File: src/rtl/multi_spill_buffer_pkg.sv
// Sizing helpers shared by the multi-slot spill buffer and its protocol checker.
package multi_spill_buffer_pkg;

  // Width needed to index num_idx distinct values, never narrower than one bit.
  function automatic int unsigned idx_width(input int unsigned num_idx);
    if (num_idx > 32'd1) begin
      return $clog2(num_idx);
    end else begin
      return 32'd1;
    end
  endfunction

endpackage

File: src/rtl/multi_spill_buffer_sva.sv
// Handshake stability checker: a held item on either side of the buffer must not
// change until it is accepted. Holds that were open when a flush occurred are not checked.
module multi_spill_buffer_sva #(
  parameter type T = logic
) (
  input logic clk_i,
  input logic rst_ni,
  input logic flush_i,
  input logic valid_i,
  input logic ready_o,
  input T     data_i,
  input logic valid_o,
  input logic ready_i,
  input T     data_o
);

  logic in_hold_r;
  logic out_hold_r;
  T     in_data_r;
  T     out_data_r;

  // Remember which side was stalled at the last edge; reset drops any pending hold.
  always_ff @(posedge clk_i or negedge rst_ni) begin
    if (!rst_ni) begin
      in_hold_r  <= 1'b0;
      out_hold_r <= 1'b0;
    end else begin
      in_hold_r  <= valid_i && !ready_o && !flush_i;
      out_hold_r <= valid_o && !ready_i && !flush_i;
    end
  end

  // Payload snapshot taken alongside the hold flags.
  always_ff @(posedge clk_i) begin
    in_data_r  <= data_i;
    out_data_r <= data_o;
  end

  // Compare the current cycle against the snapshot of a stalled transfer.
  always @(posedge clk_i) begin
    if (rst_ni && in_hold_r) begin
      a_in_stable : assert (valid_i && (data_i === in_data_r));
    end
    if (rst_ni && out_hold_r) begin
      a_out_stable : assert (valid_o && (data_o === out_data_r));
    end
  end

endmodule

File: src/rtl/multi_spill_buffer.sv
// Multi-slot spill buffer: a Depth-entry FIFO whose ready_o/valid_o depend only on
// registered occupancy, breaking every combinational path through the handshake.
module multi_spill_buffer
  import multi_spill_buffer_pkg::*;
#(
  parameter type         T        = logic,
  parameter int unsigned Depth    = 32'd2,
  parameter bit          Bypass   = 1'b0,
  localparam int unsigned CntWidth = idx_width(Depth + 32'd1)
) (
  input  logic                clk_i,
  input  logic                rst_ni,
  input  logic                flush_i,
  input  logic                valid_i,
  output logic                ready_o,
  input  T                    data_i,
  output logic                valid_o,
  input  logic                ready_i,
  output T                    data_o,
  output logic [CntWidth-1:0] usage_o
);

  localparam int unsigned PtrWidth = idx_width(Depth);

  if (Depth < 32'd1) begin : g_depth_check
    $error("multi_spill_buffer: Depth must be at least 1");
  end

  if (Bypass) begin : g_bypass
    logic unused_bypass_s;

    assign valid_o         = valid_i;
    assign ready_o         = ready_i;
    assign data_o          = data_i;
    assign usage_o         = {CntWidth{1'b0}};
    assign unused_bypass_s = ^{clk_i, rst_ni, flush_i};
  end else begin : g_buffer
    logic [PtrWidth-1:0] wr_ptr_r;
    logic [PtrWidth-1:0] rd_ptr_r;
    logic [PtrWidth-1:0] wr_ptr_nxt_s;
    logic [PtrWidth-1:0] rd_ptr_nxt_s;
    logic [CntWidth-1:0] count_r;
    logic [CntWidth-1:0] count_nxt_s;
    logic                push_s;
    logic                pop_s;
    logic                ready_s;
    logic                valid_s;
    T                    mem_r [Depth];

    assign ready_s = (count_r != CntWidth'(Depth));
    assign valid_s = (count_r != {CntWidth{1'b0}});
    assign push_s  = valid_i && ready_s;
    assign pop_s   = valid_s && ready_i;

    // Pointers wrap explicitly at Depth-1 so non-power-of-two depths work.
    always_comb begin
      wr_ptr_nxt_s = wr_ptr_r;
      rd_ptr_nxt_s = rd_ptr_r;
      if (push_s) begin
        if (wr_ptr_r == PtrWidth'(Depth - 32'd1)) begin
          wr_ptr_nxt_s = {PtrWidth{1'b0}};
        end else begin
          wr_ptr_nxt_s = wr_ptr_r + PtrWidth'(1'b1);
        end
      end else begin
        wr_ptr_nxt_s = wr_ptr_r;
      end
      if (pop_s) begin
        if (rd_ptr_r == PtrWidth'(Depth - 32'd1)) begin
          rd_ptr_nxt_s = {PtrWidth{1'b0}};
        end else begin
          rd_ptr_nxt_s = rd_ptr_r + PtrWidth'(1'b1);
        end
      end else begin
        rd_ptr_nxt_s = rd_ptr_r;
      end
    end

    // Occupancy moves only on an unpaired push or pop.
    always_comb begin
      count_nxt_s = count_r;
      case ({push_s, pop_s})
        2'b10:   count_nxt_s = count_r + CntWidth'(1'b1);
        2'b01:   count_nxt_s = count_r - CntWidth'(1'b1);
        default: count_nxt_s = count_r;
      endcase
    end

    // Control state; flush empties the buffer and swallows same-cycle traffic.
    always_ff @(posedge clk_i or negedge rst_ni) begin
      if (!rst_ni) begin
        wr_ptr_r <= {PtrWidth{1'b0}};
        rd_ptr_r <= {PtrWidth{1'b0}};
        count_r  <= {CntWidth{1'b0}};
      end else if (flush_i) begin
        wr_ptr_r <= {PtrWidth{1'b0}};
        rd_ptr_r <= {PtrWidth{1'b0}};
        count_r  <= {CntWidth{1'b0}};
      end else begin
        wr_ptr_r <= wr_ptr_nxt_s;
        rd_ptr_r <= rd_ptr_nxt_s;
        count_r  <= count_nxt_s;
      end
    end

    // Payload storage is written only on an accepted push and is never cleared.
    always_ff @(posedge clk_i) begin
      if (push_s && !flush_i) begin
        mem_r[wr_ptr_r] <= data_i;
      end
    end

    assign ready_o = ready_s;
    assign valid_o = valid_s;
    assign data_o  = mem_r[rd_ptr_r];
    assign usage_o = count_r;

    multi_spill_buffer_sva #(
      .T(T)
    ) u_sva (
      .clk_i  (clk_i),
      .rst_ni (rst_ni),
      .flush_i(flush_i),
      .valid_i(valid_i),
      .ready_o(ready_s),
      .data_i (data_i),
      .valid_o(valid_s),
      .ready_i(ready_i),
      .data_o (mem_r[rd_ptr_r])
    );
  end

endmodule

File: config.mk
export PLATFORM = sky130hd
export DESIGN_NAME = multi_spill_buffer
export DESIGN_NICKNAME = d
export VERILOG_FILES = /design/src/rtl/multi_spill_buffer_pkg.sv /design/src/rtl/multi_spill_buffer_sva.sv /design/src/rtl/multi_spill_buffer.sv
export SDC_FILE = /design/constraint.sdc
export NUM_CORES = 1
export LEC_CHECK = 0
export CAP_MARGIN = 20
export CORE_AREA = 2 2 39 41
export CTS_CLUSTER_SIZE = 8
export DETAILED_ROUTE_END_ITERATION = 16
export DIE_AREA = 0 0 41 43
export PLACE_DENSITY = 0.58
export SYNTH_ARGS = -nofsm -noshare
export SYNTH_HDL_FRONTEND = slang
export SYNTH_SLANG_ARGS = --single-unit
File: constraint.sdc
create_clock -name clk_i -period 1.2 [get_ports clk_i]
set_clock_uncertainty 0.05 [all_clocks]
set_input_delay 0.18 -clock clk_i [delete_from_list [all_inputs] [get_ports clk_i]]
set_output_delay 0.18 -clock clk_i [all_outputs]
set_load 0.05 [all_outputs]
After elaboration in Yosys (flattened, before gate mapping)
Memories as Yosys holds them, arrays and structs flattened.
Index checks and enable logic that the tools add are counted.
{"block": "totals", "mem_bits_rw": 2, "word_cells": 29, "out_inout_bits": 5, "mem_bits_ro": 0, "in_bits": 6, "register_bits": 4, "memories": 1, "latchBits": 0}
{"name": "g_buffer.mem_r", "depth": 2, "word_bits": 1, "read_ports": 1, "rd_ports_with_merged_regs": 0, "wr": 1, "line_no": "multi_spill_buffer.sv:48", "rtl": "T mem_r [Depth];"}
{"block": "op_classes", "eq_ne": 3, "div": 0, "bitwise": 0, "n_lt_le_gt_ge": 0, "muxes": 10, "reduce_logical": 8, "multipliers": 0, "shifts": 0, "addsub": 4}
{"operator": "2-to-1 mux 1 bit", "count": 8}
{"operator": "nonzero test 2 bit", "count": 3}
{"operator": "one-hot mux 2 bit (2 select lines)", "count": 1}
{"operator": "logical AND 1 bit", "count": 3}
{"operator": "nonzero test 3 bit", "count": 1}
{"operator": "adder 1 bit (second input constant)", "count": 2}
{"operator": "adder 2 x 1 -> 2 bit (second input constant)", "count": 1}
{"operator": "== test 2 x 1 -> 1 bit (second input constant)", "count": 1}
{"operator": "== test 2 bit (second input constant)", "count": 1}
{"operator": "2-to-1 mux 2 bit", "count": 1}
{"operator": "inequality test 2 bit (second input constant)", "count": 1}
{"operator": "subtractor 2 x 1 -> 2 bit (second input constant)", "count": 1}
{"operator": "zero test 1 bit", "count": 1}

Depth between registers and ports, before layout
{"block": "logic_depth", "depth_word": 5, "ltp_mapped": 4, "depth_no_buf": 4}

Worst setup path after synthesis
No wires, ideal clock.
{"block": "synth_timing", "path_type": "reg2reg", "startpoint": "register g_buffer.count_r[1], in the netlist usage_o[1]", "endpoint": "memory g_buffer.mem_r[1] in the netlist's numbering, enable pin", "setup_ps": 314, "path_stages_with_launch": 5, "arrival_time_ps": 1511, "path_buffers": 0, "setup_slack_ps": -675, "required_time_ps": 836, "synth_period_minus_slack_ps": 1875, "cell_sequence": "dfrtp_1 > nor2b_1 > inv_1 > nand2_1 > nor3b_1"}
{"block": "synth_via", "elab_chain_cells": 5}
{"item": "start, declared", "line_no": "multi_spill_buffer.sv:42", "rtl": "logic [CntWidth-1:0] count_r;"}
{"item": "start signal, assigned", "line_no": "multi_spill_buffer.sv:94", "rtl": "count_r <= {CntWidth{1'b0}};"}
{"item": "start signal, assigned", "line_no": "multi_spill_buffer.sv:98", "rtl": "count_r <= {CntWidth{1'b0}};"}
{"item": "start signal, assigned", "line_no": "multi_spill_buffer.sv:102", "rtl": "count_r <= count_nxt_s;"}
{"item": "inequality test 2 bit", "line_no": "multi_spill_buffer.sv:50", "rtl": "assign ready_s = (count_r != CntWidth'(Depth));"}
{"item": "named net ready_o", "line_no": "multi_spill_buffer.sv:15", "rtl": "output logic ready_o,"}
{"item": "logical AND 1 bit", "line_no": "multi_spill_buffer.sv:52", "rtl": "assign push_s = valid_i && ready_s;"}
{"item": "logical AND 1 bit", "line_no": "multi_spill_buffer.sv:108", "rtl": "if (push_s && !flush_i) begin"}
{"item": "2-to-1 mux 1 bit", "line_no": "multi_spill_buffer.sv:108"}
{"item": "2-to-1 mux 1 bit (not written as such)", "line_no": "multi_spill_buffer.sv:109", "rtl": "mem_r[wr_ptr_r] <= data_i;"}
{"item": "end, declared", "line_no": "multi_spill_buffer.sv:48"}
The timed path passes the listed nets, and every way through them passes these cells.

Worst setup path in the final report
{"block": "layout_timing", "startpoint": "register g_buffer.count_r[0], in the netlist usage_o[0]", "endpoint": "output port ready_o"}
{"block": "layout_via", "elab_chain_cells": 1}
{"item": "inequality test 2 bit", "line_no": "multi_spill_buffer.sv:50"}
{"item": "end, declared", "line_no": "multi_spill_buffer.sv:15"}
Every way passes these cells.

==> results.md <==
- Port Buffers: 10
- GRT Total Usage: 11.3%
- Yosys top cell area share: 33.6%
- Worst rel slew slack: 80.3%
- Power, Total: 660 uW
- Row count: 14
- HPWL Detailed: 516 um
- Largest family of logic cells by synthesized area: simple AND/OR/NAND/NOR gates
- GRT met1 Usage: 12.5%
- Reg-to-reg slack, setup: -0.13 ns
- DR iter-0 viols: 0
- Switching Power: 190 uW
- Top cell by count, worst path: buf_12
- Busiest layer in global routing: met2
- Crit path max-delay cell type: dfrtp_2
- First-pass GRT wire length: 1.29 mm
- Mapped cell area: 298 um2
- Post-synth EDFFs: 2
- CTS max path bufs: 2
- Fin worst setup slack: -0.217 ns
- Final critical-path share of the clock period: 118%
- Antenna diodes: 0
- Final RePlAce weighted congestion: 0.784
- Final slew viol count: 0
- Warnings from Yosys: 0
- Cell Chain, Critical Path: nor2b_4 -> inv_6 -> buf_12 -> buf_12
- VDD IR max: 0.449 mV
- Clock Sinks: 6
- CTS tree: yes
- Xor/xnor share of the synthesized area: 2.94%
- Initial antenna violation count: 0
- Setup Viol. Count Final: 10
- DRC: 0
- Arr. time, crit path: 1.19 ns
- Hold WC Path Type: input port to asynchronous set/reset pin
- Die extent in x: 41 um
- Cts bufs inserted: 3
- Critical path required time: 0.97 ns
- FMAX: 706 MHz
- Clock transition at path regs: 0.05 ns
- Avg Cell Area, Syn: 10.3 um2
- Comb power frac: 32.3%
- Synth Area in Compound Gates: 13.4%
- Routed len/inst: 11.1 um
- Final Hold Vio Count: 0
- Worst path max stage delay: 0.45 ns
- CP Class: flip-flop to output port
- P_int: 470 uW
- I/O pin cnt: 11
- FF+latch count, synth: 6
- Via density: 4.54
- Via count: 327
- Drt pass-1 iters: 1
- Placed cell count: 63
- Min Tclk post-route: 1.42 ns
- Cell count after synthesis: 29
- Met3 GRT Util: 5.24%
- Fin cells: 72
- Seq pwr share: 36.3%
- Crit Path Max Fanout: 7
- Max-Cap Viols: 0
- Largest net degree at the start of global routing: 8
- RSZ-0062 raised after global routing: yes
- Mux contribution to synthesized area: 3.78%
- Critical Path End Type: output port
- Vias in the first global route: 323
- Top cells by area, synth: dfrtp_1 34%, edfxtp_1 20%, o21ai_0 5.0%
- Least-Margin Pin Slew: 0.292 ns
- Drt total wl: 799 um
- Max H-tree Level: 1
- Seq/Total Area, Yosys: 53.8%
- Failing checks: setup timing
- Post-Synth Simple-Gate Area: 23.5%
- Worst setup SP type: flip-flop
- Die area: 0.00176 mm2
- Fin util: 48.4%
- Power Dens Cells: 986 mW/mm2
- Leading area contributor after synthesis: dfrtp_1
- Syn nets: 35
- Gr ovfl total: 0
- CORE AREA: 0.00138 mm2
- Leak: 0.280 nW
- Layout cell share with drive strength beyond 1: 62.5%
- Root buf cell: clkbuf_4
- Dpl ws: -0.281 ns
- NumNets Final: 63
- Top FF cell, synth: dfrtp_1
- Initial Util: 21.5%
- Adder-cell share of the synthesized area: 0%
- Remaining antenna violation count: 0
- Hold slack final: 0.0774 ns
- Ys async rst share: 66.7%
- Outcome: finished with violations
- Net Sw Frac: 28.8%
- Area Growth Syn to Fin: 125%
- Die Ht: 43 um
- GRT met2 Usage: 15.3%
- Synth unique cells: 20
- Clock insertion delay at the later pin of the skew report: 0.25 ns
- Clock power frac: 31.3%
## registers in the layout, indices dropped and copies added (netlist names)
signal	flops
g_buffer.rd_ptr_r	1
g_buffer.wr_ptr_r	1
usage_o	2
g_buffer.mem_r	2
## synthesized netlist by cell type, drive strengths merged, types with 2 or more instances
| library cell | instances |
|---|---|
| a21oi | 2 |
| dfrtp | 4 |
| edfxtp | 2 |
| inv | 2 |
| nand2 | 2 |
| nor2 | 2 |
| o21ai | 3 |
## final timing paths
path	from	end	depth (start not counted)
setup reg to reg	usage_o[1]	usage_o[1]	3
hold reg to reg	g_buffer.wr_ptr_r	g_buffer.mem_r[0]	1
setup / recovery	usage_o[0]	ready_o	4
min in group clk_i	data_i	g_buffer.mem_r[1]	1
max in group asynchronous	rst_ni	usage_o[1]	1
hold / removal	rst_ni	g_buffer.wr_ptr_r	1
## cell type report
class,instances,area (um2)
clock buffers,4,26.3
fillers,137,714
inverters,2,12.5
multi-input cells,21,181
flip-flops and latches,6,163
well taps,16,20.0
repair buffers,23,267
## routing by layer
metal / wire (um) / vias up
met5: 0 / -
met4: 25 / 0
met3: 79 / 3
met2: 376 / 13
met1: 317 / 147
li1: - / 164
## power by group through the flow
stage	sequential, mW	clock (mW)	combinational, mW
6_report	0.240	0.207	0.214
2_1_floorplan	0.254	0	0.0692
4_1_cts	0.238	0.217	0.198
3_3_place_gp	0.242	0	0.176
3_5_place_dp	0.242	0	0.176
5_1_grt	0.242	0.226	0.227
## critical path, delay by kind of cell (launching register included)
| kind | cells | cell delay, ns |
|---|---|---|
| buffers and inverters | 3 | 0.28 |
| flip-flops | 1 | 0.45 |
| AND/OR/NAND/NOR | 1 | 0.19 |
## logic make-up after synthesis
| family | Yosys count |
|---|---|
| AND/OR/NAND/NOR | 12 |
| buffers and inverters | 2 |
| XOR/XNOR | 1 |
| AO/OA/AOI/OAI | 7 |
| multiplexers | 1 |
| flip-flops | 6 |
## repair_timing
item	in CTS	in global routing
buffers inserted	4	1
hold buffers	0	0
endpoints found under the setup margin	6	11
resized for setup	4	7
pin swaps	0	3
## cell usage in the layout, fill, tap and decap left out, types with 2 or more instances in the layout
cell | synthesis | routed
clkdlybuf4s50_1 | 0 | 5
buf_4 | 0 | 9
dfrtp_2 | 0 | 2
nor2_1 | 2 | 2
edfxtp_1 | 2 | 2
a21oi_2 | 0 | 2
buf_6 | 0 | 3
buf_12 | 0 | 5
o21ai_0 | 3 | 3
clkbuf_4 | 0 | 3
dfrtp_1 | 4 | 2
## per-stage QoR
| stage | cell area [um2] | TNS, ns |
|---|---|---|
| CTS | 631 | -1.15 |
| floorplan | 328 | -0.755 |
| detailed placement | 558 | -1.02 |
| global route | 669 | -1.51 |
| finish | 669 | -1.10 |
| global placement | 558 | -0.968 |
No activity file was read; power rests on OpenSTA's default activity.
